==> src/rtl/piso_pkg.sv <==
// piso_pkg -- shared definitions for the parallel-in/serial-out transmitter.
//
// Contents:
//   state_t    : transmitter FSM states (IDLE, SHIFT)
//   PARITY_EN  : 1 when the build appends an even-parity bit to every frame
//   frame_len  : serial bits per frame for a given data width
//   cnt_width  : width of the bit counter that spans one frame
//
// Configuration macro: PISO_PARITY_EN (defined = append even parity bit).
package piso_pkg;

  typedef enum logic {
    IDLE  = 1'b0,
    SHIFT = 1'b1
  } state_t;

`ifdef PISO_PARITY_EN
  localparam bit PARITY_EN = 1'b1;
`else
  localparam bit PARITY_EN = 1'b0;
`endif

  function automatic int frame_len(input int width);
    return PARITY_EN ? width + 1 : width;
  endfunction

  // The counter holds FRAME_LEN-1 down to 0; at least one bit wide.
  function automatic int cnt_width(input int width);
    int n;
    n = frame_len(width);
    return (n <= 2) ? 1 : $clog2(n);
  endfunction

endpackage

==> src/rtl/piso_bit_counter.sv <==
// piso_bit_counter -- loadable down-counter that tracks the bits left in a frame.
//
// Ports:
//   clk      : clock, rising edge
//   rst      : synchronous active-high reset (count -> 0)
//   load     : load load_val (takes priority over en)
//   load_val : value to load, normally FRAME_LEN-1
//   en       : decrement by one; the count saturates at 0 and never wraps
//   last     : high while the count is 0 (last bit of the frame on the line)
module piso_bit_counter #(
  parameter int CNT_W = 3
) (
  input  logic             clk,
  input  logic             rst,
  input  logic             load,
  input  logic [CNT_W-1:0] load_val,
  input  logic             en,
  output logic             last
);

  logic [CNT_W-1:0] count;

  always_ff @(posedge clk) begin
    if (rst) begin
      count <= '0;
    end else if (load) begin
      count <= load_val;
    end else if (en && (count != '0)) begin
      count <= count - 1'b1;
    end
  end

  assign last = (count == '0);

endmodule

==> src/rtl/piso_serializer.sv <==
// piso_serializer -- parallel-in, serial-out transmitter.
//
// A WIDTH-bit word is accepted on the load_valid/load_ready handshake and sent
// one bit per shift_en cycle on sout, qualified by sout_valid. The first bit
// appears the cycle after acceptance. When the last bit is on the line and
// shift_en is high, load_ready is asserted so the next frame follows without
// a gap.
//
// Configuration macro: PISO_PARITY_EN -- when defined, an even-parity bit
// (XOR of the loaded word) is appended after the data bits.
//
// Ports:
//   clk        : clock, rising edge
//   rst        : synchronous active-high reset, aborts any frame in flight
//   din        : parallel word to transmit
//   load_valid : source offers din
//   load_ready : a word can be accepted this cycle
//   shift_en   : advance sout this cycle; low holds the current bit
//   sout       : serial data bit
//   sout_valid : sout carries a frame bit
//   sout_first : first bit of a frame is on sout
//   frame_done : one-cycle pulse after the last bit of a frame is consumed
module piso_serializer
  import piso_pkg::*;
#(
  parameter int WIDTH     = 8,
  parameter int MSB_FIRST = 1
) (
  input  logic             clk,
  input  logic             rst,
  input  logic [WIDTH-1:0] din,
  input  logic             load_valid,
  output logic             load_ready,
  input  logic             shift_en,
  output logic             sout,
  output logic             sout_valid,
  output logic             sout_first,
  output logic             frame_done
);

  localparam int FRAME_LEN = frame_len(WIDTH);
  localparam int CNT_W     = cnt_width(WIDTH);

  state_t                 state, state_nxt;
  logic [FRAME_LEN-1:0]   shreg;
  logic [FRAME_LEN-1:0]   load_word;
  logic                   last;
  logic                   load_fire;
  logic                   advance;
  logic                   done_set;

  // Frame image laid out so the first bit to send sits at the output end.
`ifdef PISO_PARITY_EN
  logic parity;
  assign parity    = ^din;
  assign load_word = (MSB_FIRST != 0) ? {din, parity} : {parity, din};
`else
  assign load_word = din;
`endif

  // State register
  always_ff @(posedge clk) begin
    if (rst) begin
      state <= IDLE;
    end else begin
      state <= state_nxt;
    end
  end

  // Next-state logic
  always_comb begin
    state_nxt = state;
    case (state)
      IDLE: begin
        if (load_fire) state_nxt = SHIFT;
      end
      SHIFT: begin
        // A load on the consuming edge of the last bit keeps us in SHIFT.
        if (last && shift_en && !load_fire) state_nxt = IDLE;
      end
      default: state_nxt = IDLE;
    endcase
  end

  // Output / control decode
  always_comb begin
    load_ready = 1'b0;
    sout_valid = 1'b0;
    advance    = 1'b0;
    case (state)
      IDLE: begin
        load_ready = 1'b1;
      end
      SHIFT: begin
        sout_valid = 1'b1;
        advance    = shift_en;
        load_ready = last && shift_en;
      end
      default: ;
    endcase
    load_fire = load_valid && load_ready;
    done_set  = advance && last;
  end

  piso_bit_counter #(
    .CNT_W (CNT_W)
  ) u_cnt (
    .clk      (clk),
    .rst      (rst),
    .load     (load_fire),
    .load_val (CNT_W'(FRAME_LEN - 1)),
    .en       (advance),
    .last     (last)
  );

  // Shift register: vacated positions fill with 0, so an idle line reads 0.
  always_ff @(posedge clk) begin
    if (rst) begin
      shreg <= '0;
    end else if (load_fire) begin
      shreg <= load_word;
    end else if (advance) begin
      if (MSB_FIRST != 0) shreg <= {shreg[FRAME_LEN-2:0], 1'b0};
      else                shreg <= {1'b0, shreg[FRAME_LEN-1:1]};
    end
  end

  assign sout = (MSB_FIRST != 0) ? shreg[FRAME_LEN-1] : shreg[0];

  always_ff @(posedge clk) begin
    if (rst) begin
      sout_first <= 1'b0;
      frame_done <= 1'b0;
    end else begin
      frame_done <= done_set;
      if (load_fire)    sout_first <= 1'b1;
      else if (advance) sout_first <= 1'b0;
    end
  end

endmodule

==> config.mk <==
export PLATFORM = sky130hd
export DESIGN_NAME = piso_serializer
export DESIGN_NICKNAME = d
export VERILOG_FILES = /design/src/rtl/piso_pkg.sv /design/src/rtl/piso_bit_counter.sv /design/src/rtl/piso_serializer.sv
export SDC_FILE = /design/constraint.sdc
export NUM_CORES = 1
export LEC_CHECK = 0
export BUFFER_PORTS_ARGS = -buffer_cell sky130_fd_sc_hd__buf_2
export CAP_MARGIN = 5
export CORE_UTILIZATION = 30
export CTS_CLUSTER_DIAMETER = 40
export CTS_CLUSTER_SIZE = 20
export DETAILED_ROUTE_END_ITERATION = 8
export PLACE_DENSITY = 0.6
export SKIP_CTS_REPAIR_TIMING = 1
export SLEW_MARGIN = 20
export SYNTH_ARGS = -nofsm -noshare
export SYNTH_HDL_FRONTEND = slang
export SYNTH_SLANG_ARGS = --single-unit
==> constraint.sdc <==
create_clock -name clk -period 1.65 [get_ports clk]
set_clock_uncertainty 0.2 [all_clocks]
set_input_delay 0.2475 -clock clk [delete_from_list [all_inputs] [get_ports clk]]
set_output_delay 0.2475 -clock clk [all_outputs]
set_load 0.005 [all_outputs]
==> run_results.csv, run 1 <==
group,metric,value,unit
timing,finalSetupViolations,1,
placement,gp_congestion,0.7318,
placement,dp_hpwl,952.8,um
timing,hold_viol,0,
run,maxCapViolCount,0,
route,top_layer,"met3",
setup_path,crit_type,"reg -> out",
route,drt-met1-wl,688,um
global_route,groute.usage.overall,13.44,%
timing,tightest_slew,0.2716,ns
pwr,ir_drop,0.3364,mV
route,via_count,583,
setup_path,cp-end-kind,"output pin",
route,wl_met2,709,um
timing,fin_crit,1.862,ns
finish,antenna-diode-count,0,
route,wl_met3,87,um
placement,io_buffers,16,
worst_hold_path,min_path_cells,2,
global_route,antenna_found_initial,0,
finish,final_common_cell,"buf_2",
timing,slew_violations,0,
timing,slew_headroom,81.87,%
floorplanning,dieHeight,48.57,um
synth,yosysUniqueCellTypes,23,
route,viasPerCell,4.818,
global_route,grt.overflow.total,0,
setup_path,cp.arrival,1.41,ns
finish,post-route-util,46.13,%
synth,ys_ff_latch,14,
floorplanning,core,0.002002,mm^2
setup_path,critical_path.max_fanout,3,
clocking,worstSkewPairLatency,0.28,ns
floorplanning,fp.dieW,48.57,um
pwr,p_per_area,913.4,mW/mm^2
outcome,violations,"negative setup slack",
outcome,outcome,"complete, but fails checks",
clocking,cts_tree,"done",
finish,mostFrequentLayoutCells,"buf_2, a21oi_1, dfxtp_1",
clocking,clkTransAtPathRegs,0.09,ns
clocking,cts_root_buf,"clkbuf_4",
route,antenna_left,0,
timing,rsz0062_at_grt,"true",
placement,place_area,794.5,um^2
timing,layout_worst_path_cycle_share,112.9,%
synth,ys_seq_area_share,43.08,%
pwr,finalPower,843.4,uW
finish,final_area,923.4,um^2
global_route,grt_pass1_wl,2359,um
finish,drive_gt1_share,46.81,%
floorplanning,io_pins,17,
clocking,cts_sinks,14,
floorplanning,die-area,0.002359,mm^2
route,drtIter0Drc,12,
route,wl,1485,um
floorplanning,start_util,32.50,%
synth,syn-cell-area,650.6,um^2
synth,synth_area_per_cell,9.568,um^2
clocking,cts_made_buffers,3,
setup_path,critPathLaunchType,"flip-flop",
route,drc,0,
finish,areaGrowthSynthToFinish,41.92,%
route,wl_per_cell,12.27,um
placement,place_inst,115,
clocking,clockBufferDepth,2,
synth,synth_fp_nets,82,
finish,instances_no_fill,121,
timing,setup_ws,-0.2121,ns
pwr,power.leakage,0.0003983,uW
timing,max_freq,537.0,MHz
setup_path,critical_path_required,1.20,ns
finish,final_nets,109,
worst_hold_path,hp-class,"in -> reg",
clocking,htreeDepth,1,
synth,synth_cells,68,
floorplanning,core.rowCount,16,
global_route,grt_max_degree,15,
global_route,grt_pass1_vias,540,
route,drtPass1Iterations,5,
setup_path,r2r_cells,6,
synth,yosys_warnings,0,
## worst paths after layout
kind	start	endpoint	slack, ns
max	u_cnt.count[0]	load_ready	-0.21
min	din[4]	shreg[4]	0.02
max reg2reg	u_cnt.count[0]	shreg[7]	0.04
min reg2reg	sout_first	sout_first	0.26
## layout make-up
| type | count | area, um^2 |
|---|---|---|
| sequential | 14 | 282.8 |
| inverter | 11 | 41.29 |
| clock buffer | 4 | 36.28 |
| fill | 215 | 1079 |
| multi-input combinational | 42 | 377.9 |
| timing repair buffer | 23 | 151.4 |
| tap | 27 | 33.78 |
## critical path: stages, from the launching register on
cell and delay (ns):
dfxtp_2 0.35, inv_2 0.05, ha_4 0.15, and3b_2 0.22
or2b_4 0.26, buf_6 0.11
## registers in the layout, indices dropped and copies added, names as in the netlist
register	cells
frame_done	1
u_cnt.count	3
state	1
sout_first	1
shreg	8
## layer usage
metal	vias up	GRT usage, %
met2	19	18.78
met4	0	7.353
li1	300	-
met1	264	17.69
met3	0	5.031
met5	-	0
## Yosys cell counts
cell type | n | area (um^2)
or2b_2 | 1 | 8.760
nand2_1 | 2 | 7.510
inv_1 | 11 | 41.29
and2_1 | 1 | 6.260
mux2i_2 | 1 | 13.76
o21ai_4 | 1 | 16.27
or3_1 | 2 | 12.51
a41o_2 | 1 | 11.26
and3b_2 | 1 | 10.01
a21o_1 | 1 | 7.510
a21oi_1 | 12 | 60.06
dfxtp_1 | 14 | 280.3
nor3b_1 | 1 | 7.510
ha_1 | 2 | 25.02
o221a_1 | 3 | 33.78
o21ai_0 | 3 | 15.01
and3b_1 | 1 | 8.760
buf_4 | 1 | 7.510
o211ai_1 | 1 | 7.510
nor2b_1 | 1 | 6.260
o221a_2 | 4 | 45.04
a31oi_1 | 2 | 12.51
nand2_2 | 1 | 6.260
## stage by stage
stage               TNS (ns)  setup WS [ns]  hold slack (ns)
global placement    -0.02488       -0.02488           0.2429
floorplan                  0        0.09603           0.1761
detailed placement   -0.2059       -0.05929           0.2462
finish               -0.2121        -0.2121          0.02302
global route         -0.3628        -0.2822         0.007305
CTS                  -0.6616        -0.3929          0.01583
## cell families (layout without fill, tap and decap cells)
kind of cell | count (synthesis) | after routing | share of synthesized area [%]
flip-flops | 14 | 14 | 43.08
AO/OA/AOI/OAI | 28 | 28 | 32.12
buffers and inverters | 12 | 38 | 7.500
multiplexers | 1 | 1 | 2.115
AND/OR/NAND/NOR | 11 | 11 | 11.35
adder cells (fa/ha/maj) | 2 | 2 | 3.846
## where the power goes
part           leakage, uW  internal (uW)  total [uW]  switching [uW]
Combinational     0.000261            111         200            88.8
Sequential        0.000117            370         392            22.4
Clock            0.0000210            134         251             117
Total             0.000398            615         843             228
Power figures use the tool's default switching activity.
==> run 2, diff against run 1 <==
Settings changed: REMOVE_ABC_BUFFERS set to 1.
==> run 2 against run 1 <==
The flow still finishes with violations (negative setup slack); first-iteration DRC count shrank 67%; cell count shrank 0.83%; wire length fell by 5.7%; non-clock buffer count is 1 lower; largest power group unchanged.
==> run_results.csv, run 2 (synthesis results as in run 1) <==
group,metric,value,unit
pwr,p_per_area,947.6,mW/mm^2
setup_path,cp.arrival,1.44,ns
finish,instances_no_fill,120,
placement,place_area,787.0,um^2
setup_path,critical_path.max_fanout,3,
placement,dp_slack,-0.05658,ns
worst_hold_path,hp-class,"in -> reg",
outcome,violations,"negative setup slack",
timing,fin_crit,1.883,ns
outcome,outcome,"complete, but fails checks",
timing,finalSetupViolations,1,
timing,tightest_slew,0.3505,ns
route,drc,0,
finish,largest_reg_flops,8,
setup_path,cp-end-kind,"output pin",
floorplanning,start_util,32.50,%
run,maxCapViolCount,0,
timing,setup_ws,-0.2330,ns
finish,final_area,863.3,um^2
floorplanning,die-area,0.002359,mm^2
pwr,finalPower,818.1,uW
global_route,grt_pass1_wl,2283,um
global_route,grt_max_degree,15,
setup_path,crit_type,"reg -> out",
clocking,worstSkewPairLatency,0.28,ns
clocking,htreeDepth,1,
timing,fin_setup_tns,-0.2330,ns
clocking,cts_tree,"done",
route,viasPerCell,4.675,
global_route,grt_pass1_vias,531,
finish,mostFrequentLayoutCells,"buf_2, a21oi_1, dfxtp_1",
timing,max_freq,531.1,MHz
route,wl_per_cell,11.68,um
route,wl,1401,um
timing,slew_violations,0,
route,via_count,561,
finish,final_nets,108,
finish,final_common_cell,"buf_2",
timing,rsz0062_at_grt,"true",
setup_path,critPathLaunchType,"flip-flop",
finish,top_regs,"shreg (8), u_cnt.count (3)",
placement,place_inst,114,
placement,dp_hpwl,919.6,um
global_route,antenna_found_initial,0,
placement,gp_congestion,0.7075,
floorplanning,io_pins,17,
clocking,clockBufferDepth,2,
timing,layout_worst_path_cycle_share,114.1,%
floorplanning,core.rowCount,16,
finish,regMostFlops,"shreg",
clocking,cts_sinks,14,
floorplanning,dieHeight,48.57,um
pwr,ir_drop,0.5052,mV
timing,slew_headroom,76.59,%
worst_hold_path,min_path_cells,2,
finish,drive_gt1_share,45.16,%
floorplanning,fp.dieW,48.57,um
global_route,grt.overflow.total,0,
route,antenna_left,0,
finish,antenna-diode-count,0,
clocking,cts_made_buffers,3,
clocking,cts_root_buf,"clkbuf_4",
route,drtPass1Iterations,4,
route,drtIter0Drc,4,
setup_path,r2r_cells,5,
finish,areaGrowthSynthToFinish,32.69,%
placement,io_buffers,16,
floorplanning,core,0.002002,mm^2
finish,fillers,209,
timing,hold_viol,0,
global_route,groute.usage.overall,12.81,%
pwr,power.leakage,0.0003748,uW
setup_path,critical_path_required,1.20,ns
clocking,clkTransAtPathRegs,0.09,ns
run 2: final cells by class:
class,count,area [um^2],share of cell area (%)
Timing Repair Buffer,22,131.4,15.22
Multi-Input combinational cell,42,337.8,39.13
Clock buffer,4,36.28,4.203
Sequential cell,14,282.8,32.75
Inverter,11,41.29,4.783
Tap cell,27,33.78,3.913
run 2: per-layer routing:
| layer | routed length, um | vias to the layer above | share of wire [%] | track usage [%] |
|---|---|---|---|---|
| li1 | - | 296 | - | - |
| met1 | 682 | 247 | 49 | 16.25 |
| met2 | 621 | 15 | 44 | 19.01 |
| met3 | 83 | 3 | 5.9 | 5.975 |
| met4 | 14 | 0 | 1.0 | 4.412 |
| met5 | 0 | - | 0 | 0 |
run 2: critical path: stages, from the launching register on:
cell	delay, ns
dfxtp_2	0.34
inv_2	0.05
ha_4	0.16
and3b_2	0.22
or2b_4	0.26
buf_6	0.11
run 2: worst paths after layout:
| check | startpoint | to | slack (ns) |
|---|---|---|---|
| hold reg to reg | sout_first | sout_first | 0.26 |
| setup / recovery | u_cnt.count[1] | load_ready | -0.23 |
| hold / removal | din[4] | shreg[4] | 0.02 |
| setup reg to reg | u_cnt.count[1] | shreg[7] | 0.06 |
run 2: through the flow:
stage / utilization [%] / hold slack (ns)
global placement: 39.31 / 0.2414
floorplan: - / 0.1166
global route: 43.13 / 0.01062
detailed placement: 39.31 / 0.2467
finish: 43.13 / 0.01681
CTS: 41.13 / 0.007841
run 2: power breakdown:
group / internal [uW] / total (uW) / switching (uW)
combinational: 96.0 / 178 / 81.9
sequential: 370 / 389 / 19.7
clock: 134 / 251 / 116
total: 600 / 818 / 218
